File: src/rtl/apb_mem_slave.sv
// APB completer backed by a depth-word register memory, with configurable wait states and byte-strobed writes.
// Define APB_MEM_SLAVE_PSLVERR_EN to flag out-of-range and empty-strobe accesses on pslverr.
module apb_mem_slave #(
    parameter int unsigned addr_width  = 5,
    parameter int unsigned data_width  = 16,
    parameter int unsigned depth       = 24,
    parameter int unsigned wait_cycles = 1
) (
    input  logic                    pclk,
    input  logic                    preset,
    input  logic                    psel,
    input  logic                    penable,
    input  logic                    pwrite,
    input  logic [addr_width-1:0]   paddr,
    input  logic [data_width-1:0]   pwdata,
    input  logic [data_width/8-1:0] pstrb,
    output logic [data_width-1:0]   prdata,
    output logic                    pready,
    output logic                    pslverr
);

    localparam int unsigned strb_width = data_width / 8;
    localparam int unsigned cnt_width  = 4;

    localparam logic [1:0] st_idle = 2'd0;
    localparam logic [1:0] st_wait = 2'd1;
    localparam logic [1:0] st_done = 2'd2;

    // Parameter sanity, caught at elaboration.
    if (wait_cycles > 15) begin : g_bad_wait
        $error("apb_mem_slave: wait_cycles must be in 0..15");
    end
    if ((data_width % 8) != 0 || data_width == 0) begin : g_bad_width
        $error("apb_mem_slave: data_width must be a non-zero multiple of 8");
    end
    if (depth == 0 || depth > (1 << addr_width)) begin : g_bad_depth
        $error("apb_mem_slave: depth must be in 1..2**addr_width");
    end

    logic [1:0]            state_q, state_d;
    logic [cnt_width-1:0]  cnt_q, cnt_d;
    logic [addr_width-1:0] addr_q, addr_d;
    logic                  write_q, write_d;

    logic [data_width-1:0] mem [depth];

    logic [addr_width-1:0] xfer_addr_c;
    logic                  xfer_write_c;
    logic                  in_range_c;
    logic                  do_write_c;
    logic [data_width-1:0] rdata_c;

    // Next-state logic: setup latches the request, WAIT counts down, DONE lasts one cycle.
    always_comb begin
        state_d = state_q;
        cnt_d   = cnt_q;
        addr_d  = addr_q;
        write_d = write_q;
        case (state_q)
            st_idle: begin
                if (psel && !penable) begin
                    addr_d  = paddr;
                    write_d = pwrite;
                    cnt_d   = cnt_width'(wait_cycles);
                    state_d = (wait_cycles == 0) ? st_done : st_wait;
                end
            end
            st_wait: begin
                if (!psel) begin
                    state_d = st_idle;
                end else if (penable) begin
                    cnt_d = cnt_q - cnt_width'(1);
                    if (cnt_q == cnt_width'(1)) begin
                        state_d = st_done;
                    end
                end
            end
            st_done: state_d = st_idle;
            default: state_d = st_idle;
        endcase
    end

    always_ff @(posedge pclk) begin
        if (preset) begin
            state_q <= st_idle;
            cnt_q   <= '0;
            addr_q  <= '0;
            write_q <= 1'b0;
        end else begin
            state_q <= state_d;
            cnt_q   <= cnt_d;
            addr_q  <= addr_d;
            write_q <= write_d;
        end
    end

    // With zero wait states the response is registered on the setup edge, before addr_q holds it.
    assign xfer_addr_c  = (state_q == st_idle) ? paddr  : addr_q;
    assign xfer_write_c = (state_q == st_idle) ? pwrite : write_q;
    assign in_range_c   = 32'(xfer_addr_c) < 32'(depth);
    assign rdata_c      = (in_range_c && !xfer_write_c) ? mem[xfer_addr_c] : '0;
    assign do_write_c   = (state_q == st_done) && psel && penable && write_q && in_range_c;

    always_ff @(posedge pclk) begin
        if (preset) begin
            for (int unsigned i = 0; i < depth; i++) begin
                mem[i] <= '0;
            end
        end else if (do_write_c) begin
            for (int unsigned i = 0; i < strb_width; i++) begin
                if (pstrb[i]) begin
                    mem[addr_q][8*i +: 8] <= pwdata[8*i +: 8];
                end
            end
        end
    end

    always_ff @(posedge pclk) begin
        if (preset) begin
            pready <= 1'b0;
            prdata <= '0;
        end else begin
            pready <= (state_d == st_done);
            prdata <= (state_d == st_done) ? rdata_c : '0;
        end
    end

`ifdef APB_MEM_SLAVE_PSLVERR_EN
    logic err_c;

    assign err_c = !in_range_c || (xfer_write_c && (pstrb == '0));

    always_ff @(posedge pclk) begin
        if (preset) begin
            pslverr <= 1'b0;
        end else begin
            pslverr <= (state_d == st_done) && err_c;
        end
    end
`else
    assign pslverr = 1'b0;
`endif

endmodule

File: config.mk
export PLATFORM = sky130hd
export DESIGN_NAME = apb_mem_slave
export DESIGN_NICKNAME = d
export VERILOG_FILES = /design/src/rtl/apb_mem_slave.sv
export SDC_FILE = /design/constraint.sdc
export NUM_CORES = 1
export LEC_CHECK = 0
export ABC_CLOCK_PERIOD_IN_PS = 2900
export CAP_MARGIN = 20
export CORE_MARGIN = 1
export CORE_UTILIZATION = 52
export CTS_CLUSTER_DIAMETER = 60
export CTS_CLUSTER_SIZE = 25
export DETAILED_ROUTE_END_ITERATION = 8
export PLACE_DENSITY = 0.68
export SYNTH_ARGS = -nofsm -noshare
export SYNTH_HDL_FRONTEND = slang
export SYNTH_SLANG_ARGS = --single-unit
export TNS_END_PERCENT = 5
File: constraint.sdc
create_clock -name pclk -period 2.9 [get_ports pclk]
set_input_delay 0.58 -clock pclk [delete_from_list [all_inputs] [get_ports pclk]]
set_output_delay 0.58 -clock pclk [all_outputs]
set_load 0.01 [all_outputs]
# After elaboration in Yosys (flattened, before gate mapping)
# Memories as Yosys holds them, arrays and structs flattened. A register that Yosys moved wholly into a read port is not among the register bits.
# Index checks and enable logic that the tools add are counted.
# totals
n_memories	1
output_inout_bits	18
ff_bits	13
word_cells	55
inputBits	28
ramBits	384
# mem_list
memory	words	width	read_ports	rd_clocked_by_memory_dff	wr	line	text
mem	24	16	1	1	24	45	logic [data_width-1:0] mem [depth];
# op_classes
order_cmp	1
muxes	24
n_reduce_logical	14
bitwise_logic	2
eq_ne	7
addsub	1
# ops
cell	count
16-bit two-way mux	1
16-bit OR reduction	1
4-bit two-way mux	3
1-bit two-way mux	11
2-bit two-way mux	5
5-bit two-way mux	2
4-bit one-hot mux with 2 select lines	1
1-bit logical AND	6
2-bit != test, second input constant	3
5-bit less-than comparator, second input constant	1
2-bit equality test, second input constant	2
4-bit by 1-bit equality test with 1-bit output, second input constant	1
2-bit one-hot mux with 2 select lines	1
4-bit AND reduction	1
4-bit by 1-bit subtractor with 4-bit output, second input constant	1
3-bit OR reduction	1
2-bit by 1-bit equality test with 1-bit output, second input constant	1
1-bit zero test	2
2-bit zero test	1
1-bit inverter	2
2-bit AND reduction	1
2-bit nonzero test	1

# Depth between registers and ports, before layout
# Gate-level depths: netlist (run 1).
# logic_depth
ltp_word	10
mapped_depth	11
ltp_nobuf	7

# Least setup slack after synthesis (run 1)
# Ideal clock, no wire load.
# synth_timing
kind	input to register
from	input preset
to	memory mem[23][0], enable pin
t_arrival_ps	1981
path_buffers	1
setup_slack_ps	609
setup_ps	309
cell_stages	7
t_required_ps	2591
path_cell_list	clkbuf_1 > nand4bb_1 > nor4_1 > and2_1 > nand3_1 > nor2_1 > or2_2
# synth_lines
item	line	text
start: declaration	10	input logic preset,
end: declaration	45	

# Worst setup path in the final report (run 1)
# layout_timing
from	register state_q[1]
to	register prdata[9] (read register of mem)
# layout_via
elab_chain_cells	7
elab_cells_between_ends	16
classes_between	order compare (1); eq/ne (2); mux (7); bitwise (2); reduce/logical (4)
# layout_rtl
item	line	text
start: declaration	40	logic [1:0] state_q, state_d;
start signal: assignment	85	state_q <= st_idle;
start signal: assignment	90	state_q <= state_d;
parallel branches: the longest is 7 deep, another holds 5-bit less-than comparator	-	
end: declaration	17	output logic [data_width-1:0] prdata,
# Several ways; the timed one is not identified.
# A chain may end at the register's enable or synchronous reset.

==> metrics, run 1 <==
top_reg_cell synth edfxtp_1; Int Power 12.2 mW; # setup viols final 0; root buffer cell clkbuf_16; Setup Total Neg Slack 0 ns; CP max stage cell a311oi_1; DP Wirelength 41.9 mm; Antenna Cells 0; CP max stage delay 0.48 ns; Post-route DRC 0; die area 49,100 µm²; largest net degree at the start of global routing 64; fin crit period 2.78 ns; # rows 80; Relative slew margins 44.6%; core region area 47,600 µm²; worst-margin pin slew 0.831 ns; Lkg Pwr 10.6 nW; die height 222 µm; worst min-delay path category in -> reg; type of destination of the critical path register; Finished Layout Cells 2,912; clk buf depth 3; Cells after Synth 2,064; total wire length 64.2 mm; cell chain of the critical path buf_4, buf_4, or3b_1, nand2_2, buf_4, mux2i_1, a2111oi_2, a2111oi_1, a311oi_1; max-cap violations 0; syn_area_per_cell 12.1 µm²; area grow syn2layout 14.7%; CP Max Fanout 12; routed vias 16,900; EDFF count, synth 512; asr flop ratio synth 0%; sequential fraction of the synthesis area 63.7%; endpoints failing hold 0; number of top-level pins 46; Layout Nets 2,297; Critical Path RT 3.32 ns; Hold Buf Count CTS 0; Synth Register Bits 541; mapped cell area 25,100 µm²; final core occ 60.3%; Tot Pwr 16.4 mW; Remaining Overflow, GRT 0; crit start category register; Worst VDD drop 0.502 mV; initial antenna violation count 2; fin crit share 96.0%; Pwr Density 570 nW/µm²; DR vias/cell 5.80; initial core utilization 52.6%; vias in the first global route 16,700; Routed wire per std cell 22.0 µm; footprint of the multi-input gates 8920 µm²; global placer's final weighted congestion 0.885; kind of critical path reg -> reg; DRT Pass-1 Iters 7; Clk pwr share 35.6%; fillcell total 3,872; clock sinks 541; fraction of layout cells with a size suffix above 1 14.1%; combinational share of power 9.5%; H-tree depth 2; fmax 359 MHz; post_cts resized 0; synth unique cells 63; Initial DRC Count 1,513; CTS buffer count 39; Post-CTS Setup Bufs 0; ANT nets after route 0; FF/Latch Area 16,000 µm²; crit path DAT 3.21 ns; first-pass GRT wire length 97.9 mm; chip width 222 µm; Clock transition at path regs 0.08 ns; most used cell, CP buf_4; Skew-Pair Late Insertion Delay 0.59 ns; Clock Skew 0.0305 ns; Inst Count DP 2,841; I/O Buffers 44; Total GRT Usage 26.4%; Sw Pwr 4.15 mW; CTS tree done; fin. max-slew vios 0; Seq pwr share 54.9%; Syn. warnings 0; status completed; Sw Ratio 25.3%; RSZ-0062 raised after global routing no
[registers in the layout (all words and copies together) (netlist names)]
| signal | cells |
|---|---|
| mem | 512 |
| prdata | 16 |
| addr_q | 5 |
| cnt_q | 4 |
| state_q | 2 |
| pready | 1 |
| write_q | 1 |
[power groups by stage]
stage	combinational, mW	clock, mW	sequential, mW
6_report	1.56	5.83	8.99
5_1_grt	1.67	6.15	9.02
4_1_cts	1.54	5.90	8.99
3_5_place_dp	1.53	0	9.16
2_1_floorplan	0.940	0	9.11
3_3_place_gp	1.51	0	9.15
[per-stage QoR]
step                worst slack (ns)  hold slack, ns  area, µm²
CTS                            0.135           0.181      28800
finish                         0.116           0.207      28800
floorplan                      0.609           0.450      25500
global placement              -0.225           0.468      27400
global route                  0.0479           0.229      28800
detailed placement            -0.154           0.470      27400
[synthesized netlist by cell type, types with 17 or more instances]
master / count / area, µm²
edfxtp_1: 512 / 15400
and2_1: 386 / 2410
nand2_1: 215 / 807
nand3_1: 110 / 551
clkbuf_1: 97 / 364
nor2_1: 88 / 330
a31oi_1: 61 / 382
o211ai_1: 58 / 435
mux2i_1: 54 / 541
or2_2: 48 / 300
o21ai_0: 46 / 230
a21oi_1: 39 / 195
mux2_2: 38 / 428
buf_2: 34 / 170
nand2b_1: 30 / 188
dfxtp_1: 29 / 581
nand4_1: 29 / 181
a211o_1: 28 / 245
a32oi_1: 17 / 149
[worst max-delay path: cells and delay by family (launching register included)]
| family | cells | cell delay, ns |
|---|---|---|
| compound gates | 3 | 1.00 |
| buf+inv | 3 | 0.53 |
| flops | 1 | 0.32 |
| mux | 1 | 0.13 |
| simple gates | 2 | 0.63 |
[cells by family (layout without fill, tap and decap cells)]
kind of cell | Yosys count | in the layout | share of synthesized area [%]
simple gates | 950 | 950 | 20.3
compound gates | 312 | 312 | 8.78
flops | 541 | 541 | 63.7
mux | 96 | 96 | 4.22
other cells | 1 | 129 | 0.0150
buf+inv | 159 | 264 | 2.82
xor+xnor | 3 | 3 | 0.105
fa+ha+maj | 2 | 2 | 0.0998
[path summary, 6_finish.rpt]
path / startpoint / endpoint / slack, ns / cells after the start
hold reg to reg: write_q / write_q / 0.48 / 2
setup reg to reg: state_q[1] / prdata[9] / 0.12 / 9
hold / removal: preset / state_q[1] / 0.21 / 2
setup / recovery: state_q[1] / prdata[9] / 0.12 / 9
[layout make-up]
cell class              count  area share, %
clock buffers              44           3.61
repair buffers            189           6.07
clock inverters            27           1.08
well taps                 615           2.68
flip-flops and latches    541           55.5
multi-input cells        1492           31.0
inverters                   4         0.0522
[routing by layer]
metal	vias to the layer above	share of wire (%)	wire length, µm	GRT usage, %
met5	-	0.020	13	0
li1	7810	-	-	-
met3	124	7.0	4480	3.19
met2	671	47	30200	42.6
met1	8282	43	27600	37.2
met4	2	2.9	1890	9.23
[cells in the final DEF, fill, tap and decap left out, types with 45 or more instances in the layout]
master and n:
a31oi_1 61, and2_1 386, buf_4 127, conb_1 129, edfxtp_1 512, mux2i_1 52
nand2_1 215, nand3_1 110, nor2_1 87, o211ai_1 58, o21ai_0 45, or2_2 48
Power figures use the tool's default switching activity.
==> run 2: changes to the inputs <==
- CELL_PAD_IN_SITES_DETAIL_PLACEMENT: not set -> 1
- CELL_PAD_IN_SITES_GLOBAL_PLACEMENT: not set -> 1
- PLACE_DENSITY: 0.68 -> not set
- PLACE_DENSITY_LB_ADDON: not set -> 0.1
==> run 2 against run 1 <==
Power rose by 3.1%. Utilization rose by 0.29 points. Final area rose by 0.49%. Sequential share of layout area is 0.27 points lower. Cell count increased by 0.48%. Worst setup slack improved by 0.024 ns. Critical path depth shrank 1. Die area is the same. Global-route usage increased by 3.4 points. Critical path type unchanged. Largest power group unchanged.
==> metrics, run 2 (synthesis gave the netlist of run 1 again) <==
fin crit share 95.1% (-0.84 points); worst min-delay path category in -> reg; largest net degree at the start of global routing 61 (-4.7%); Lkg Pwr 10.7 nW (+0.70%); most used routing layer met2; Routed wire per std cell 24.8 µm (+13%); # rows 80 (unchanged); status completed; RSZ-0062 raised after global routing no; # setup viols final 0 (unchanged); fin crit period 2.76 ns (-0.0243 ns); area grow syn2layout 15.3%; critical path's top delay family simple AND/OR/NAND/NOR gates; CP Buf/Inv Count 2 (-1); type of destination of the critical path register; Layout Nets 2,307 (+0.44%); routed vias 17,600 (+4.2%); DR vias/cell 6.02 (+3.7%); placed inst area 27,400 µm² (about the same); DRT Pass-1 Iters 5 (-2); most flop-heavy register mem; Tot Pwr 16.9 mW (+3.1%); root buffer cell clkbuf_16; GR Util met1 40.1% (+2.9 points); Initial DRC Count 1,284 (-15%); initial antenna violation count 1 (-1); Largest regs mem (512), prdata (16), addr_q (5); fraction of layout cells with a size suffix above 1 14.6% (+0.57 points); max-cap violations 0 (unchanged); I/O Buffers 44 (unchanged); clock sinks 541 (unchanged); kind of critical path reg -> reg; CP max stage cell dfxtp_1; fin. max-slew vios 0 (unchanged); met3 Use GR 3.45% (+0.25 points); crit path DAT 3.07 ns (-0.14 ns); Skew-Pair Late Insertion Delay 0.61 ns (+0.02 ns); Pwr Density 584 nW/µm² (+2.6%); Clock transition at path regs 0.08 ns (about the same); core region area 47,600 µm² (unchanged); CTS tree done; Total GRT Usage 29.8% (+3.4 points); Post-CTS Setup Bufs 0 (unchanged); worst-margin pin slew 0.822 ns (-0.00812 ns); CP max stage delay 0.60 ns (+0.12 ns); commonest cells after routing, fill and taps aside edfxtp_1, and2_1, nand2_1; initial core utilization 52.6% (unchanged); Remaining Overflow, GRT 0 (unchanged); Worst VDD drop 0.508 mV (+1.3%); vias in the first global route 18,300 (+9.4%); endpoints failing hold 0 (unchanged); first-pass GRT wire length 110 mm (+12%); total wire length 72.6 mm (+13%); die height 222 µm (unchanged); Post-route DRC 0 (unchanged); chip width 222 µm (unchanged); number of top-level pins 46 (unchanged); Relative slew margins 45.2% (+0.54 points); global placer's final weighted congestion 0.862 (-2.6%); DP Wirelength 48.5 mm (+16%); die area 49,100 µm² (unchanged); post-route cell area 28,900 µm² (+0.49%); max reg flops 512 (unchanged); cell chain of the critical path nor4bb_1, nor4_2, buf_4, and2_1, nand3_1, buf_4, nor2_1, or2_2; Clock Skew 0.0295 ns (-0.000965 ns); most common cell after layout, fill and taps aside edfxtp_1; met2 usage in global routing 50.8% (+8.2 points); crit start category register; CTS buffer count 41 (+5.1%); fmax 362 MHz (+0.88%); CP Max Fanout 8 (-4); most used cell, CP buf_4; ANT nets after route 0 (unchanged); H-tree depth 2 (unchanged); clk buf depth 3 (unchanged); Setup Total Neg Slack 0 ns (unchanged); Critical Path RT 3.21 ns (-0.11 ns)
==> run 2: cell types whose count changed in the layout (fill, tap and decap cells not counted), moves of 2 or more <==
cell,change
buf_12,-5
buf_4,+13
clkbuf_16,+2
clkinv_2,-3
inv_6,+4
==> run 2: through the flow <==
stage	setup WS [ns]	utilization [%]	std cells	hold slack (ns)
2_1_floorplan	0.609	-	2192	0.450
3_3_place_gp	-0.400	57.5	2849	0.464
3_5_place_dp	-0.481	57.5	2849	0.476
4_1_cts	0.0534	60.6	2925	0.191
5_1_grt	0.0263	60.6	2925	0.224
6_report	0.141	60.6	2926	0.219
==> run 2: routing by layer <==
| layer | vias to the layer above | share of wire [%] |
|---|---|---|
| li1 | 7841 | - |
| met3 | 151 | 6.2 |
| met2 | 559 | 49 |
| met5 | - | 0 |
| met4 | 0 | 2.8 |
| met1 | 9051 | 42 |
==> run 2: layout make-up <==
cell class,count,area (µm²)
Clock inverter,31,392
Fill cell,4801,18800
Clock buffer,45,1080
Tap cell,615,769
Multi-Input combinational cell,1492,8930
Inverter,4,15.0
Sequential cell,541,16000
Timing Repair Buffer,197,1740
Antenna cell,1,2.50
==> run 2: worst register-to-register path: stages (launching register included) <==
cell      delay [ns]
dfxtp_1         0.60
nor4bb_1        0.16
nor4_2          0.47
buf_4           0.19
and2_1          0.27
nand3_1         0.18
buf_4           0.21
nor2_1          0.13
or2_2           0.27
==> run 2: worst paths after layout <==
kind                   start    endpoint  slack (ns)  depth (start not counted)
setup reg to reg  state_q[1]  mem[23][7]        0.14                          8
hold / removal        preset  state_q[1]        0.22                          2
hold reg to reg      write_q     write_q        0.49                          2
setup / recovery  state_q[1]  mem[23][7]        0.14                          8
==> run 2: timing repair <==
item | 4_1_cts | 5_1_grt
hold buffers | 0 | 0
endpoints found under the setup margin | 201 | 18
resized for setup | 1 | 1
cloned | 0 | 0
==> run 2: where the power goes <==
| group | leakage (nW) | switching (mW) | internal [mW] | total, mW |
|---|---|---|---|---|
| Clock | 0.713 | 3.18 | 3.09 | 6.27 |
| Sequential | 5.46 | 0.136 | 8.87 | 9.00 |
| Combinational | 4.53 | 1.09 | 0.521 | 1.61 |
